File: src/rtl/vga_timing_pkg.sv
// rtl/vga_timing_pkg.sv - shared 640x480@60 raster constants
//
// Default horizontal/vertical timing for the 640x480 mode, shared by the
// timing generator and by the colour/paddle logic that needs the visible
// window bounds. No ports.
package vga_timing_pkg;

  localparam int CNT_W = 10;

  typedef logic [CNT_W-1:0] cnt_t;

  localparam int VGA_CLK_DIV     = 4;

  localparam int VGA_H_TOTAL     = 800;
  localparam int VGA_H_SYNC      = 96;
  localparam int VGA_H_VIS_START = 144;
  localparam int VGA_H_VIS_END   = 783;

  localparam int VGA_V_TOTAL     = 525;
  localparam int VGA_V_SYNC      = 2;
  localparam int VGA_V_VIS_START = 35;
  localparam int VGA_V_VIS_END   = 514;

endpackage

File: src/rtl/pixel_strobe_gen.sv
// rtl/pixel_strobe_gen.sv - system-clock to pixel-rate strobe divider
//
// Counts 0..CLK_DIV-1 and raises pix_en_o on the last clk of every pixel
// period. pix_en_o is gated by the reset input so it is never high while
// reset is asserted, even when CLK_DIV is 1.
//
// Ports:
//   clk_i    - system clock
//   rst_ni   - synchronous active-low reset
//   pix_en_o - one-clk strobe on the last clk of each pixel period
module pixel_strobe_gen #(
  parameter int CLK_DIV = 4
) (
  input  logic clk_i,
  input  logic rst_ni,
  output logic pix_en_o
);

  // Four bits cover the whole legal divide range 1..16.
  localparam logic [3:0] DIV_LAST = 4'(CLK_DIV - 1);

  logic [3:0] div_q;
  logic [3:0] div_d;

  always_comb begin
    div_d = div_q + 4'd1;
    if (div_q == DIV_LAST) begin
      div_d = 4'd0;
    end
  end

  always_ff @(posedge clk_i) begin
    if (!rst_ni) begin
      div_q <= 4'd0;
    end else begin
      div_q <= div_d;
    end
  end

  assign pix_en_o = rst_ni && (div_q == DIV_LAST);

endmodule

File: src/rtl/vga_timing_gen.sv
// rtl/vga_timing_gen.sv - VGA raster counters with sync/visible decode
//
// Horizontal/vertical raster counters advanced by a pixel-rate strobe, with
// zero-latency combinational decode of sync and visible-window signals, plus
// a one-clk frame_tick on the (last,last) -> (0,0) wrap.
//
// Ports:
//   clk        - system clock (100 MHz)
//   rst        - synchronous active-low reset
//   hCount     - horizontal pixel position, 0..H_TOTAL-1
//   vCount     - line position, 0..V_TOTAL-1
//   hSync      - horizontal sync, active low
//   vSync      - vertical sync, active low
//   bright     - high inside the visible window
//   pix_en     - one-clk strobe on the last clk of each pixel period
//   frame_tick - one-clk pulse on the clk where the raster wraps to (0,0)
module vga_timing_gen
  import vga_timing_pkg::*;
#(
  parameter int CLK_DIV     = VGA_CLK_DIV,
  parameter int H_TOTAL     = VGA_H_TOTAL,
  parameter int H_SYNC      = VGA_H_SYNC,
  parameter int H_VIS_START = VGA_H_VIS_START,
  parameter int H_VIS_END   = VGA_H_VIS_END,
  parameter int V_TOTAL     = VGA_V_TOTAL,
  parameter int V_SYNC      = VGA_V_SYNC,
  parameter int V_VIS_START = VGA_V_VIS_START,
  parameter int V_VIS_END   = VGA_V_VIS_END
) (
  input  logic       clk,
  input  logic       rst,
  output logic [9:0] hCount,
  output logic [9:0] vCount,
  output logic       hSync,
  output logic       vSync,
  output logic       bright,
  output logic       pix_en,
  output logic       frame_tick
);

  localparam cnt_t H_LAST  = cnt_t'(H_TOTAL - 1);
  localparam cnt_t V_LAST  = cnt_t'(V_TOTAL - 1);
  localparam cnt_t H_SYN   = cnt_t'(H_SYNC);
  localparam cnt_t V_SYN   = cnt_t'(V_SYNC);
  localparam cnt_t H_VIS_L = cnt_t'(H_VIS_START);
  localparam cnt_t H_VIS_H = cnt_t'(H_VIS_END);
  localparam cnt_t V_VIS_L = cnt_t'(V_VIS_START);
  localparam cnt_t V_VIS_H = cnt_t'(V_VIS_END);

  logic pix_en_w;
  cnt_t hcount_q, hcount_d;
  cnt_t vcount_q, vcount_d;
  logic h_last_w, v_last_w;

  pixel_strobe_gen #(
    .CLK_DIV (CLK_DIV)
  ) u_pixel_strobe_gen (
    .clk_i    (clk),
    .rst_ni   (rst),
    .pix_en_o (pix_en_w)
  );

  assign h_last_w = (hcount_q == H_LAST);
  assign v_last_w = (vcount_q == V_LAST);

  // The vertical counter only moves on the horizontal wrap.
  always_comb begin
    hcount_d = hcount_q;
    vcount_d = vcount_q;
    if (pix_en_w) begin
      if (h_last_w) begin
        hcount_d = '0;
        vcount_d = v_last_w ? '0 : vcount_q + cnt_t'(1);
      end else begin
        hcount_d = hcount_q + cnt_t'(1);
      end
    end
  end

  always_ff @(posedge clk) begin
    if (!rst) begin
      hcount_q <= '0;
      vcount_q <= '0;
    end else begin
      hcount_q <= hcount_d;
      vcount_q <= vcount_d;
    end
  end

  assign hCount     = hcount_q;
  assign vCount     = vcount_q;
  assign pix_en     = pix_en_w;
  // pix_en_w is already low during reset, so no partial-frame tick can leak.
  assign frame_tick = pix_en_w && h_last_w && v_last_w;

  // Decoded straight from the count registers so they stay cycle-aligned.
  assign hSync  = (hcount_q >= H_SYN);
  assign vSync  = (vcount_q >= V_SYN);
  assign bright = (hcount_q >= H_VIS_L) && (hcount_q <= H_VIS_H) &&
                  (vcount_q >= V_VIS_L) && (vcount_q <= V_VIS_H);

endmodule

File: config.mk
export PLATFORM = sky130hd
export DESIGN_NAME = vga_timing_gen
export DESIGN_NICKNAME = d
export VERILOG_FILES = /design/src/rtl/vga_timing_pkg.sv /design/src/rtl/pixel_strobe_gen.sv /design/src/rtl/vga_timing_gen.sv
export SDC_FILE = /design/constraint.sdc
export NUM_CORES = 1
export LEC_CHECK = 0
export ABC_AREA = 0
export CAP_MARGIN = 20
export CORE_MARGIN = 4
export CORE_UTILIZATION = 45
export CTS_CLUSTER_SIZE = 12
export DETAILED_ROUTE_END_ITERATION = 16
export GPL_ROUTABILITY_DRIVEN = 0
export PLACE_DENSITY = 0.78
export RECOVER_POWER = 25
export SLEW_MARGIN = 5
export SYNTH_ARGS = -nofsm -noshare
export SYNTH_HDL_FRONTEND = slang
export SYNTH_HIERARCHICAL = 1
export SYNTH_SLANG_ARGS = --single-unit
File: constraint.sdc
create_clock -name clk -period 2.1 [get_ports clk]
set_input_delay 0.42 -clock clk [delete_from_list [all_inputs] [get_ports clk]]
set_output_delay 0.42 -clock clk [all_outputs]
set_load 0.005 [all_outputs]
======== Word-level counts from Yosys, hierarchy flattened ========
Cells that the tools add are included.
word-level totals
  memories kept ........................... 0
  logic and storage cells ................. 26
  output and inout port bits .............. 25
  RAM bits ................................ 0
  register bits ........................... 24
  latch bits .............................. 0
  input port bits ......................... 2
  bits in read-only memories .............. 0
cells by class
  shift operators ......................... 0
  divide/modulo/power cells ............... 0
  bitwise operators ....................... 1
  magnitude comparators ................... 6
  multipliers ............................. 0
  eq/ne operators ......................... 3
  reductions and logical operators ........ 8
  add/sub/neg operators ................... 3
  mux-type cells .......................... 2
operators by type and width
  operator                                                             number
  adder 10 x 1 -> 10 bit (second input constant)                       2
  equality test 10 bit (second input constant)                         2
  <= comparator 10 bit (second input constant)                         2
  2-to-1 mux 10 bit                                                    2
  greater-or-equal comparator 10 x 2 -> 1 bit (second input constant)  1
  greater-or-equal comparator 10 x 6 -> 1 bit (second input constant)  1
  greater-or-equal comparator 10 x 7 -> 1 bit (second input constant)  1
  greater-or-equal comparator 10 x 8 -> 1 bit (second input constant)  1
  logical AND 1 bit                                                    6
  adder 4 x 1 -> 4 bit (second input constant)                         1
  equality test 4 x 2 -> 1 bit (second input constant)                 1
  AND reduction 2 bit                                                  1
  OR reduction 2 bit                                                   1
  NOT 1 bit                                                            1

======== Longest topological paths before layout ========
  depth in word-level cells ............... 4
  gate-level depth with buffers ........... 8
  mapped depth without buffers ............ 7

======== By module ========
Netlist, hierarchy kept.
by module, submodules not included
  module            area each (um^2)  cells an instance  times used
  vga_timing_gen    1,159.9           133                1
  pixel_strobe_gen  172.7             17                 1

======== Least setup slack after synthesis ========
No wires, ideal clock.
  path type ............................... reg2out
  start ................................... register u_pixel_strobe_gen.div_q[0]
  end ..................................... output frame_tick
  required time ........................... 1.680 ns
  stages on the path, launching flop included .. 8
  arrival time ............................ 1.708 ns
  path slack .............................. -0.028 ns
  cells stage by stage .................... dfxtp_1 > ha_1 > nor3b_2 > and2_1 > buf_4 > and4_4 > nand4_4 > nor4_1
between the ends
  word-level cells in the longest chain between the ends .. 4
ends and longest elaborated chain
  what                             line                    RTL
  start, declared                  pixel_strobe_gen.sv:22  logic [3:0] div_q;
  start signal, assigned           pixel_strobe_gen.sv:36  div_q <= div_d;
  equality test 4 x 2 -> 1 bit     pixel_strobe_gen.sv:40  assign pix_en_o = rst_ni && (div_q == DIV_LAST);
  logical AND 1 bit                pixel_strobe_gen.sv:40
  via pix_en                       vga_timing_gen.sv:37    output logic pix_en,
  logical AND 1 bit (2 in series)  vga_timing_gen.sv:94    assign frame_tick = pix_en_w && h_last_w && v_last_w;
  end, declared                    vga_timing_gen.sv:38    output logic frame_tick
The timed path passes the listed nets, and every way through them passes these cells.

======== Worst setup path after layout ========
  start ................................... register vcount_q[1] (netlist: vCount[1])
  end ..................................... output bright
between the ends
  word-level cells in the longest chain between the ends .. 3
  elaborated cells between the ends (all ways) .. 4
  classes of those cells .................. 2 x order compare; 2 x reduce/logical
ends and longest elaborated chain
  what                                         line                   RTL
  start, declared                              vga_timing_gen.sv:52   cnt_t vcount_q, vcount_d;
  start signal, assigned                       vga_timing_gen.sv:86   vcount_q <= vcount_d;
  greater-or-equal comparator 10 x 6 -> 1 bit  vga_timing_gen.sv:100  (vcount_q >= V_VIS_L) && (vcount_q <= V_VIS_H);
  logical AND 1 bit                            vga_timing_gen.sv:99   assign bright = (hcount_q >= H_VIS_L) && (hcount_q <= H_VIS_H) &&
  logical AND 1 bit *                          vga_timing_gen.sv:100
  end, declared                                vga_timing_gen.sv:36   output logic bright,
Mark *: on every way between the ends. The rest lies on a longest branch, timed or not.

==> impl_metrics.csv <==
group,metric,value,unit
route,via_per_inst,5.38,
logic_synthesis,postSynthRegisterBits,24,
cells_and_area,drive_gt1_share,26.8,%
timing,worst_relative_slew_slack,70.9,%
floorplanning,placement_rows,19,
critical_path,cp_cell_sequence,"ha_1, o41ai_1, nand2_1, o211a_1, dlygate4sd2_1",
timing,worstMarginPinSlew,436,ps
cells_and_area,num_antenna_cells,0,
logic_synthesis,postSynthNetCount,158,
critical_path,worst_setup_path_start_kind,"flop",
logic_synthesis,number_of_different_library_cells_in_the_post_synthesis_netlist,40,
floorplanning,boundaryPins,27,
timing,grt_setup_unrepaired,"true",
power_and_ir_drop,irDropWorstVdd,0.000444,V
cells_and_area,num-nets-final,218,
critical_path,crit_fanout,8,
timing,timing_max_transition_violations_final,0,
grt,grt_first_pass_wirelength,6.07,mm
logic_synthesis,synth_seq_area_share,36.1,%
clock_tree,cts_sinks,24,
grt,first_global_vias,1320,
place,dpl.hpwl,2.65,mm
cells_and_area,areaGrowthSynthToFinish,45.1,%
grt,pin_count_of_the_biggest_net_entering_global_routing,14,
clock_tree,htreeDepth,1,
floorplanning,die_area,3900,um^2
clock_tree,cts.path.max_buffers,2,
cells_and_area,final_core_util,69.5,%
timing,timing.setup.tns,-297,ps
critical_path,worstPathArrival,1830,ps
logic_synthesis,postSynth.asyncResetShare,0,%
outcome,failed_checks,"setup timing",
logic_synthesis,synth_top_area_share,36.1,%
clock_tree,num_cts_buffers,3,
power_and_ir_drop,combPwrFrac,6.6,%
clock_tree,clk_pin_slew,140,ps
clock_tree,clock_tree.root_cell,"sky130_fd_sc_hd__clkbuf_4",
clock_tree,insertion_delay,320,ps
route,drt-total-wl,3.46,mm
timing,final-setup-viol-count,3,
grt,gr-usage-all-layers,18.4,%
critical_path,setup.worst_path.end_class,"output pin",
logic_synthesis,per_instance_average_area_after_synthesis,8.88,um^2
outcome,status,"finished with violations",
critical_path,critPathMaxStageDelay,400,ps
timing,worst_clock_skew_on_the_final_layout,5.08,ps
route,drt_iter0_drc,38,
place,post-place-ws,-468,ps
power_and_ir_drop,power.share.sequential,60.9,%
logic_synthesis,synthTopCellsByArea,"sky130_fd_sc_hd__dfxtp_1, sky130_fd_sc_hd__ha_1, sky130_fd_sc_hd__nor2_1, sky130_fd_sc_hd__xnor2_1, sky130_fd_sc_hd__mux2i_1",
timing,post-route-min-period,2250,ps
critical_path,terminus_of_the_critical_flop_to_flop_path,"vCount[9]",
critical_path,cell_at_the_slowest_stage_of_the_critical_path,"sky130_fd_sc_hd__dfxtp_1",
logic_synthesis,synth_most_common_cell,"sky130_fd_sc_hd__dfxtp_1",
logic_synthesis,synthesis.instances,150,
min_path,hold_ep,"u_pixel_strobe_gen/div_q[0]",
floorplanning,initial_utilization,47.9,%
route,route.antenna.remaining_nets,0,
critical_path,path_class,"reg -> out",
logic_synthesis,synth_edf_count,0,
power_and_ir_drop,leakagePower,0.809,nW
critical_path,reg2reg_depth,9,
clock_tree,cts-hold-fix-buffers,0,
timing,max_freq,445,MHz
floorplanning,die_h,62.4,um
place,port_buffers,26,
logic_synthesis,synth-main-ff-cell,"sky130_fd_sc_hd__dfxtp_1",
clock_tree,cts_tree,"yes",
job,max-cap-violations,0,
grt,grt.overflow.total,0,
route,drc,0,
logic_synthesis,ys.warnings.count,6,
power_and_ir_drop,total_switching_power,0.000172,W
timing,timing_hold_violations_final,0,
route,vias,1290,
critical_path,required,1680,ps
min_path,hold_path.class,"reg -> reg",
timing,final.period_utilization,107,%
floorplanning,die_w,62.4,um
power_and_ir_drop,share_clk_of_total_power,32.5,%
timing,minimum_setup_slack_in_the_final_design,-148,ps
logic_synthesis,synth_largest_area_cell,"sky130_fd_sc_hd__dfxtp_1",
logic_synthesis,syn-cell-area,1330,um^2
floorplanning,core_area,2780,um^2
power_and_ir_drop,pwr_density_cell,398,nW/um^2
critical_path,worst_reg2reg_path_startpoint,"u_pixel_strobe_gen/div_q[0]",
min_path,worst_hold_path.num_cells,2,
route,avgRoutedWirePerCell,14.4,um
grt,antenna_found_initial,0,
power_and_ir_drop,power.switching_fraction,22.4,%
route,drt-pass1-iter-count,4,
critical_path,timing.reg2reg.setup_slack,90,ps
power_and_ir_drop,cellInternalPower,0.000597,W
min_path,hold_start,"u_pixel_strobe_gen/div_q[0]",
logic_synthesis,synth_top_cells_by_count,"sky130_fd_sc_hd__dfxtp_1, sky130_fd_sc_hd__nor2_1, sky130_fd_sc_hd__nand2_1, sky130_fd_sc_hd__inv_1",
[power by group through the flow]
stage | clock network (W) | registers [W] | logic, W
CTS | 0.000254 | 0.000468 | 0.0000522
global route | 0.000279 | 0.000469 | 0.0000561
floorplan | 0 | 0.000475 | 0.0000204
finish | 0.000250 | 0.000468 | 0.0000507
global placement | 0 | 0.000474 | 0.0000441
detailed placement | 0 | 0.000475 | 0.0000465
[state kept, by name (all words and copies together) (netlist names)]
register and cells:
hCount 10, u_pixel_strobe_gen/div_q 4, vCount 10
[metal layers]
metal	up-vias	track usage, %	part of all wire, %
met5	-	0	0
met2	12	33.3	52
met3	2	3.42	3.4
met4	0	5.57	0.52
met1	630	21.7	44
li1	646	-	-
[critical path, delay by kind of cell (launching register included)]
family | cells | cell delay (ps)
AOI/OAI and AO/OA | 2 | 490
buffers and inverters | 1 | 260
and+or+nand+nor | 1 | 120
DFF | 1 | 400
adders and majority gates | 1 | 240
[layout make-up]
| class | instances | area (um^2) |
|---|---|---|
| clock buffers | 4 | 36.3 |
| fillers | 218 | 848 |
| inverters | 9 | 33.8 |
| multi-input cells | 112 | 833 |
| flip-flops and latches | 24 | 485 |
| well taps | 31 | 38.8 |
| repair buffers | 60 | 505 |
[worst max-delay path by stage]
stage / slack (ps) / end / from
2_1_floorplan: 10 / frame_tick / u_pixel_strobe_gen/div_q[0]
3_5_place_dp: -470 / frame_tick / rst
3_3_place_gp: -420 / frame_tick / rst
4_1_cts: -120 / frame_tick / u_pixel_strobe_gen/div_q[0]
5_1_grt: -250 / frame_tick / u_pixel_strobe_gen/div_q[0]
6_report: -150 / bright / vCount[1]
[repair_timing]
item                                    CTS  global route
endpoints found under the hold margin     0             0
resized for setup                        22             3
pin swaps                                 5             5
endpoints found under the setup margin    6            14
buffers inserted                          2             1
[stage by stage]
step | hold slack (ps) | cells | cell area, um^2 | power [W]
after floorplan | 427 | 150 | 1340 | 0.000495
after global placement | 498 | 233 | 1840 | 0.000518
after detailed placement | 513 | 233 | 1840 | 0.000521
after CTS | 545 | 239 | 1920 | 0.000774
after global routing | 565 | 240 | 1930 | 0.000804
final | 548 | 240 | 1930 | 0.000769
[cell families after synthesis]
group,after synthesis,share of synthesized area (%)
fa+ha+maj,6,5.63
compound gates,17,9.30
mux,5,3.76
flops,24,36.1
simple gates,72,32.8
buf+inv,14,4.60
xor+xnor,12,7.89
[cells in the final DEF, fill, tap and decap left out, types with 3 or more instances in the layout]
cell type	Yosys	layout
sky130_fd_sc_hd__nand4_1	5	5
sky130_fd_sc_hd__buf_4	1	33
sky130_fd_sc_hd__mux2i_1	5	5
sky130_fd_sc_hd__o21ai_0	5	5
sky130_fd_sc_hd__ha_1	6	5
sky130_fd_sc_hd__dfxtp_2	0	4
sky130_fd_sc_hd__dfxtp_1	24	20
sky130_fd_sc_hd__nand2_1	10	10
sky130_fd_sc_hd__clkdlybuf4s50_1	0	20
sky130_fd_sc_hd__or3_1	4	4
sky130_fd_sc_hd__a21oi_1	6	5
sky130_fd_sc_hd__nor3b_1	3	3
sky130_fd_sc_hd__inv_1	9	8
sky130_fd_sc_hd__clkbuf_4	0	3
sky130_fd_sc_hd__xor2_1	5	5
sky130_fd_sc_hd__nand3_1	5	5
sky130_fd_sc_hd__nor2_1	17	17
sky130_fd_sc_hd__nor3_1	7	6
sky130_fd_sc_hd__xnor2_1	7	7
No activity file was read; power rests on OpenSTA's default activity.
